[src/rtl/csa_pkg.sv]
// Shared definitions for the bit-serial carry-select adder: FSM encodings
// and the default operand width.
package csa_pkg;

  localparam int DEFAULT_WIDTH = 8;

  typedef enum logic [1:0] {
    IDLE  = 2'd0,
    SHIFT = 2'd1,
    DONE  = 2'd2
  } state_e;

endpackage : csa_pkg

[src/rtl/carry_select_adder_1bit.sv]
// One-bit carry-select cell: both carry-in outcomes are precomputed and the
// real carry-in picks one of them.
module carry_select_adder_1bit (
  input  logic a_i,
  input  logic b_i,
  input  logic c_i,
  output logic sum_o,
  output logic c_o
);

  logic sum_c0, sum_c1, carry_c0, carry_c1;

  assign sum_c0   = a_i ^ b_i;
  assign carry_c0 = a_i & b_i;
  assign sum_c1   = ~(a_i ^ b_i);
  assign carry_c1 = a_i | b_i;

  assign sum_o = c_i ? sum_c1   : sum_c0;
  assign c_o   = c_i ? carry_c1 : carry_c0;

endmodule : carry_select_adder_1bit

[src/rtl/csa_serial_adder.sv]
// Bit-serial adder: operands are consumed LSB first, one bit per clock, through
// a single carry-select cell; the result is published on entry to DONE.
module csa_serial_adder
  import csa_pkg::*;
#(
  parameter int WIDTH = DEFAULT_WIDTH
) (
  input  logic             clk,
  input  logic             rst,
  input  logic             start,
  input  logic [WIDTH-1:0] a,
  input  logic [WIDTH-1:0] b,
  input  logic             c_input,
  output logic             busy,
  output logic             done,
  output logic [WIDTH-1:0] sum,
  output logic             c_out
);

  localparam int CW = $clog2(WIDTH + 1);

  state_e           state_q;
  logic [WIDTH-1:0] a_q, b_q, res_q, sum_q;
  logic             carry_q, c_out_q;
  logic [CW-1:0]    cnt_q;

  logic             cell_sum, cell_carry;
  logic [WIDTH-1:0] res_d;
  logic             last_bit;

  carry_select_adder_1bit u_cell (
    .a_i  (a_q[0]),
    .b_i  (b_q[0]),
    .c_i  (carry_q),
    .sum_o(cell_sum),
    .c_o  (cell_carry)
  );

  // The result fills from the MSB end, so after WIDTH shifts bit 0 is in place.
  assign res_d    = (res_q >> 1) | {cell_sum, {(WIDTH-1){1'b0}}};
  assign last_bit = (cnt_q == CW'(WIDTH - 1));

  // NOTE: all state is updated with non-blocking assignments so every register
  // in this block sees the pre-edge values of the others, regardless of order.
  always_ff @(posedge clk) begin
    if (rst) begin
      state_q <= IDLE;
      a_q     <= '0;
      b_q     <= '0;
      res_q   <= '0;
      carry_q <= 1'b0;
      cnt_q   <= '0;
      sum_q   <= '0;
      c_out_q <= 1'b0;
    end else begin
      case (state_q)
        IDLE, DONE: begin
          if (start) begin
            state_q <= SHIFT;
            a_q     <= a;
            b_q     <= b;
            carry_q <= c_input;
            res_q   <= '0;
            cnt_q   <= '0;
          end else begin
            state_q <= IDLE;
          end
        end
        SHIFT: begin
          res_q   <= res_d;
          carry_q <= cell_carry;
          a_q     <= a_q >> 1;
          b_q     <= b_q >> 1;
          cnt_q   <= cnt_q + CW'(1);
          if (last_bit) begin
            state_q <= DONE;
            sum_q   <= res_d;
            c_out_q <= cell_carry;
          end
        end
        default: state_q <= IDLE;
      endcase
    end
  end

  assign busy  = (state_q == SHIFT);
  assign done  = (state_q == DONE);
  assign sum   = sum_q;
  assign c_out = c_out_q;

endmodule : csa_serial_adder

[config.mk]
export PLATFORM = sky130hd
export DESIGN_NAME = csa_serial_adder
export DESIGN_NICKNAME = d
export VERILOG_FILES = /design/src/rtl/csa_pkg.sv /design/src/rtl/carry_select_adder_1bit.sv /design/src/rtl/csa_serial_adder.sv
export SDC_FILE = /design/constraint.sdc
export NUM_CORES = 1
export LEC_CHECK = 0
export ABC_AREA = 1
export CORE_MARGIN = 1
export CORE_UTILIZATION = 51
export DETAILED_ROUTE_END_ITERATION = 8
export GPL_TIMING_DRIVEN = 0
export PLACE_DENSITY = 0.84
export SYNTH_ARGS = -nofsm -noshare
export SYNTH_HDL_FRONTEND = slang
export SYNTH_SLANG_ARGS = --single-unit
[constraint.sdc]
create_clock -name clk -period 1.5 [get_ports clk]
set_input_delay 0.225 -clock clk [delete_from_list [all_inputs] [get_ports clk]]
set_output_delay 0.225 -clock clk [all_outputs]
set_load 0.005 [all_outputs]
# --- Yosys cells after proc, flatten, opt, wreduce, memory -nomap -nowiden ---
# Cells that the tools add are included.
totals:
  out_inout_bits: 11
  wordCells: 39
  inputBits: 20
  ff_bits: 40
classes:
  n_bitwise: 5
  n_reduce_logical: 5
  muxes: 15
  add_sub_neg: 1
  eq_ne: 5
ops:
  columns: ["op", "n"]
  rows:
  - ["one-hot mux 8 bit (2 select lines)", 3]
  - ["two-way mux 8 bit", 3]
  - ["OR 7 x 8 -> 8 bit", 1]
  - ["one-hot mux 4 bit (2 select lines)", 1]
  - ["adder 4 x 1 -> 4 bit (second input constant)", 1]
  - ["equality test 4 x 3 -> 1 bit (second input constant)", 1]
  - ["two-way mux 1 bit", 4]
  - ["two-way mux 4 bit", 1]
  - ["one-hot mux 2 bit (2 select lines)", 1]
  - ["AND reduction 2 bit", 2]
  - ["equality test 2 x 1 -> 1 bit (second input constant)", 1]
  - ["equality test 2 bit (second input constant)", 1]
  - ["logical NOT 2 bit", 1]
  - ["two-way mux 2 bit", 1]
  - ["!= test 2 x 1 -> 1 bit (second input constant)", 1]
  - ["!= test 2 bit (second input constant)", 1]
  - ["one-hot mux 1 bit (2 select lines)", 1]
  - ["nonzero test 2 bit", 1]
  - ["OR reduction 2 bit", 1]
  - ["bitwise AND 1 bit", 1]
  - ["NOT 1 bit", 1]
  - ["OR 1 bit", 1]
  - ["XOR 1 bit", 1]

# --- Logic depth before layout (Yosys ltp) ---
logic_depth:
  depth_word: 5
  depth_mapped: 7
  ltp_nobuf: 7

# --- Modules after synthesis ---
# A second synthesis with hierarchy kept.
hier_totals:
  hier_cells: 254
  hier_area_um2: 1855.5
by_module_without_submodules:
  columns: ["module", "instances", "area_each_um2", "seq_area_each_um2", "cells_each"]
  rows:
  - ["csa_serial_adder", 1, 1789.2, 780.7, 241]
  - ["carry_select_adder_1bit", 1, 66.3, 0.0, 13]

# --- Worst setup path after synthesis ---
# OpenSTA, ideal clock, no wires.
synth_timing:
  path_kind: "reg-to-reg"
  start: "register cnt_q[0]"
  end: "register c_out_q, in the netlist c_out"
  required_time_ns: 1.431
  slack_ns: 0.382
  path_stages_with_launch: 6
  t_arrival_ns: 1.049
  path_cell_list: "dfxtp_1 -> ha_1 -> nand3_1 -> nor2_2 -> nand2_1 -> o21ai_1"
synth_via:
  elab_chain_len: 2
synth_rtl:
  columns: ["item", "line", "text"]
  rows:
  - ["start: declaration", "csa_serial_adder.sv:25", "logic [CW-1:0] cnt_q;"]
  - ["start signal: assignment", "csa_serial_adder.sv:74", "cnt_q <= cnt_q + CW'(1);"]
  - ["equality test 4 x 3 -> 1 bit", "csa_serial_adder.sv:41", "assign last_bit = (cnt_q == CW'(WIDTH - 1));"]
  - ["AND reduction 2 bit (no line)", null, null]
  - ["end signal: assignment", "csa_serial_adder.sv:78", "c_out_q <= cell_carry;"]
  - ["end: declaration", "csa_serial_adder.sv:24", "logic carry_q, c_out_q;"]
# Every way passes these cells.
# A chain may end at the register's enable or synchronous reset.

# --- Final worst setup path ---
layout_timing:
  start: "register sum_q[2], in the netlist sum[2]"
  end: "output port sum[2]"
layout_rtl:
  columns: ["item", "line", "text"]
  rows:
  - ["start: declaration", "csa_serial_adder.sv:23", "logic [WIDTH-1:0] a_q, b_q, res_q, sum_q;"]
  - ["start signal: assignment", "csa_serial_adder.sv:77", "sum_q <= res_d;"]
  - ["end: declaration", "csa_serial_adder.sv:16", "output logic [WIDTH-1:0] sum,"]
# No word-level cell between the ends.

==> flow_metrics.env <==
export IMPL_fillers=296
export IMPL_diodes=0
export IMPL_cts_clk_slew_worst_paths_ps=110
export IMPL_synth_seq_area_share_pct=46.4
export IMPL_crit_chain="clkdlybuf4s50_1"
export IMPL_rr_startpoint="state_q[0]$_SDFFE_PP0P_"
export IMPL_dr_first_iter_drc_count=94
export IMPL_crit_family="buffers and inverters"
export IMPL_portBuffers=29
export IMPL_grt_ovfl_total=0
export IMPL_clock_fmax_mhz=701
export IMPL_dp_final_hpwl_um=2280
export IMPL_drc_errors=0
export IMPL_tightest_slew_ps=528
export IMPL_worstSkewPairLatency_ps=350
export IMPL_synthTopCellsByArea="dfxtp_1 46%, nand2_1 24%, a21oi_1 9.5%"
export IMPL_cts_sinks=39
export IMPL_dieArea_um2=3530
export IMPL_maxCapViolations=0
export IMPL_die_y_um=59.4
export IMPL_syn_nets=264
export IMPL_synth_top_cell_area_share_pct=46.4
export IMPL_dpl_instance_area_um2=2030
export IMPL_skew_ps=8.32
export IMPL_pwr_density_cell_nw_per_um2=901
export IMPL_p_leak_nw=0.876
export IMPL_synth_seq_cells=39
export IMPL_synth_area_per_cell_um2=6.98
export IMPL_critPathSlowestCell="clkdlybuf4s50_1"
export IMPL_htreeDepth=2
export IMPL_place_gp_congestion=0.793
export IMPL_clock_path_buffers=2
export IMPL_synth_area_um2=1680
export IMPL_finalCriticalPeriod_ps=1430
export IMPL_synth_adder_area_share_pct=2.23
export IMPL_nNetsFinal=303
export IMPL_die_x_um=59.4
export IMPL_yosysTopAreaCell="dfxtp_1"
export IMPL_path_buf_inv=1
export IMPL_synthMuxAreaShare_pct=0
export IMPL_synthToLayoutAreaGrowth_pct=25.3
export IMPL_worstPathRequired_ps=1270
export IMPL_critPathMaxFanout=2
export IMPL_yosysMostFrequentCell="nand2_1"
export IMPL_finish_instance_area_um2=2110
export IMPL_vias=1528
export IMPL_synth_top_family_by_area="simple AND/OR/NAND/NOR gates"
export IMPL_synthFlopType="dfxtp_1"
export IMPL_clock_tree_root_cell="clkbuf_4"
export IMPL_synth_xor_area_share_pct=0
export IMPL_finalSetupViolCount=0
export IMPL_routed_via_density=4.70
export IMPL_final_layout_size_suffix_gt1_share_pct=9.25
export IMPL_crit_path_end_kind="primary output"
export IMPL_wl_per_cell_um=10.5
export IMPL_antenna_found_initial=0
export IMPL_startpoint_type="flip-flop"
export IMPL_holdWs_ps=188
export IMPL_wl_um=3400
export IMPL_rsz0062_at_grt="false"
export IMPL_finalHoldViolCount=0
export IMPL_synth_compound_area_share_pct=12.3
export IMPL_cts_tree="yes"
export IMPL_maxSlewHeadroom_pct=64.8
export IMPL_synth_simple_area_share_pct=29.3
export IMPL_synth_edf_count=0
export IMPL_irDropWorstVdd_v=0.000574
export IMPL_hold_buffers=0
export IMPL_pin_count=31
export IMPL_firstDrtPassIters=4
export IMPL_grtUsageTotal_pct=22.3
export IMPL_cts_buffers=5
export IMPL_core_um2=3100
export IMPL_min_from="rst"
export IMPL_yosys_top_cells_count="106 x nand2_1, 39 x dfxtp_1, 32 x a21oi_1"
export IMPL_grt_pass1_wl_um=5750
export IMPL_ant_nets=0
export IMPL_synth_async_reset_ratio_pct=0
export IMPL_fin_crit_sh_pct=95.0
export IMPL_cpPeakStageDelay_ps=500
export IMPL_crit_type="reg -> out"
export IMPL_arrival_ps=1200
export IMPL_grt_pass1_vias=1307
export IMPL_num_rows=20
export IMPL_netlist_instances=241
export IMPL_outcome="finished clean"
export IMPL_initial_utilization_pct=54.2
export IMPL_startpoint="sum[2]$_SDFFE_PP0P_"
export IMPL_post_route_util_pct=67.9
export IMPL_synth_cell_types=17
export IMPL_yosys_warnings=0
export IMPL_worstHoldPathType="in -> reg"
export IMPL_grt_max_degree=12
export IMPL_report_final_slew_viol_count=0
stage by stage:
step           instances  setup TNS (ps)  setup slack [ps]  total power [mW]
2_1_floorplan        241               0               382              1.29
3_3_place_gp         314           -1190              -170              1.39
3_5_place_dp         314           -1550              -178              1.39
4_1_cts              325               0              51.0              1.91
5_1_grt              325               0              3.50              2.01
6_report             325               0              74.3              1.90
cells in the final DEF (no fill, tap or decap):
| cell | Yosys | layout |
|---|---|---|
| nand2_1 | 106 | 106 |
| dfxtp_1 | 39 | 38 |
| a21oi_1 | 32 | 32 |
| clkdlybuf4s50_1 | 0 | 27 |
| inv_1 | 25 | 25 |
| nor2_1 | 6 | 6 |
| clkbuf_1 | 4 | 6 |
| nand3_1 | 6 | 6 |
| clkbuf_4 | 0 | 5 |
| buf_6 | 3 | 4 |
| buf_4 | 2 | 4 |
| nand2_2 | 3 | 3 |
| o21ai_0 | 3 | 3 |
| a21oi_2 | 3 | 3 |
| ha_1 | 3 | 3 |
| inv_2 | 2 | 2 |
| nor2_4 | 1 | 2 |
| dlygate4sd2_1 | 0 | 2 |
| nor2_2 | 2 | 1 |
| o21ai_1 | 1 | 1 |
| clkinv_2 | 0 | 1 |
| dfxtp_2 | 0 | 1 |
state kept, by name, summed over array words and instances, names as in the netlist:
register / flops
state_q: 2
res_q: 7
c_out: 1
a_q: 8
b_q: 8
carry_q: 1
cnt_q: 4
sum: 8
final cells by class:
cell class / instances / area (um2) / share of cell area, %
plain buffers: 9 / 67.6 / 3.20
flip-flops and latches: 39 / 782 / 37.1
inverters: 27 / 101 / 4.81
repair buffers: 32 / 310 / 14.7
clock inverters: 1 / 5.00 / 0.237
clock buffers: 7 / 45.0 / 2.14
multi-input cells: 166 / 742 / 35.2
well taps: 44 / 55.1 / 2.61
report_power, final:
part	switching (mW)	internal [mW]	leakage [nW]
Clock	0.331	0.183	0.0293
Sequential	0.0240	1.08	0.318
Combinational	0.156	0.129	0.529
Total	0.511	1.39	0.876
what timing repair did:
action / 4_1_cts / 5_1_grt
setup buffers: 3 / 0
resized for setup: 4 / 1
pin swaps: 1 / 1
setup endpoints to repair: 2 / 3
path summary, 6_finish.rpt:
check | to | slack [ps] | cells after the start
max | sum[2] | 70 | 1
min | sum[1]$_SDFFE_PP0P_ | 190 | 2
max reg2reg | b_q[2]$_SDFFE_PP0P_ | 130 | 7
min reg2reg | sum[3]$_SDFFE_PP0P_ | 470 | 2
cells by family (layout without fill, tap and decap cells):
| group | Yosys count | in the layout |
|---|---|---|
| AOI/OAI and AO/OA | 39 | 39 |
| adders and majority gates | 3 | 3 |
| buffers and inverters | 36 | 76 |
| DFF | 39 | 39 |
| and+or+nand+nor | 124 | 124 |
layer usage:
metal,vias up,share of wire [%],global-route usage [%]
li1,821,-,-
met3,8,5.0,7.42
met2,36,46,33.5
met1,663,47,29.6
met5,-,0,0
met4,0,2.0,8.16
Power figures use the tool's default switching activity.
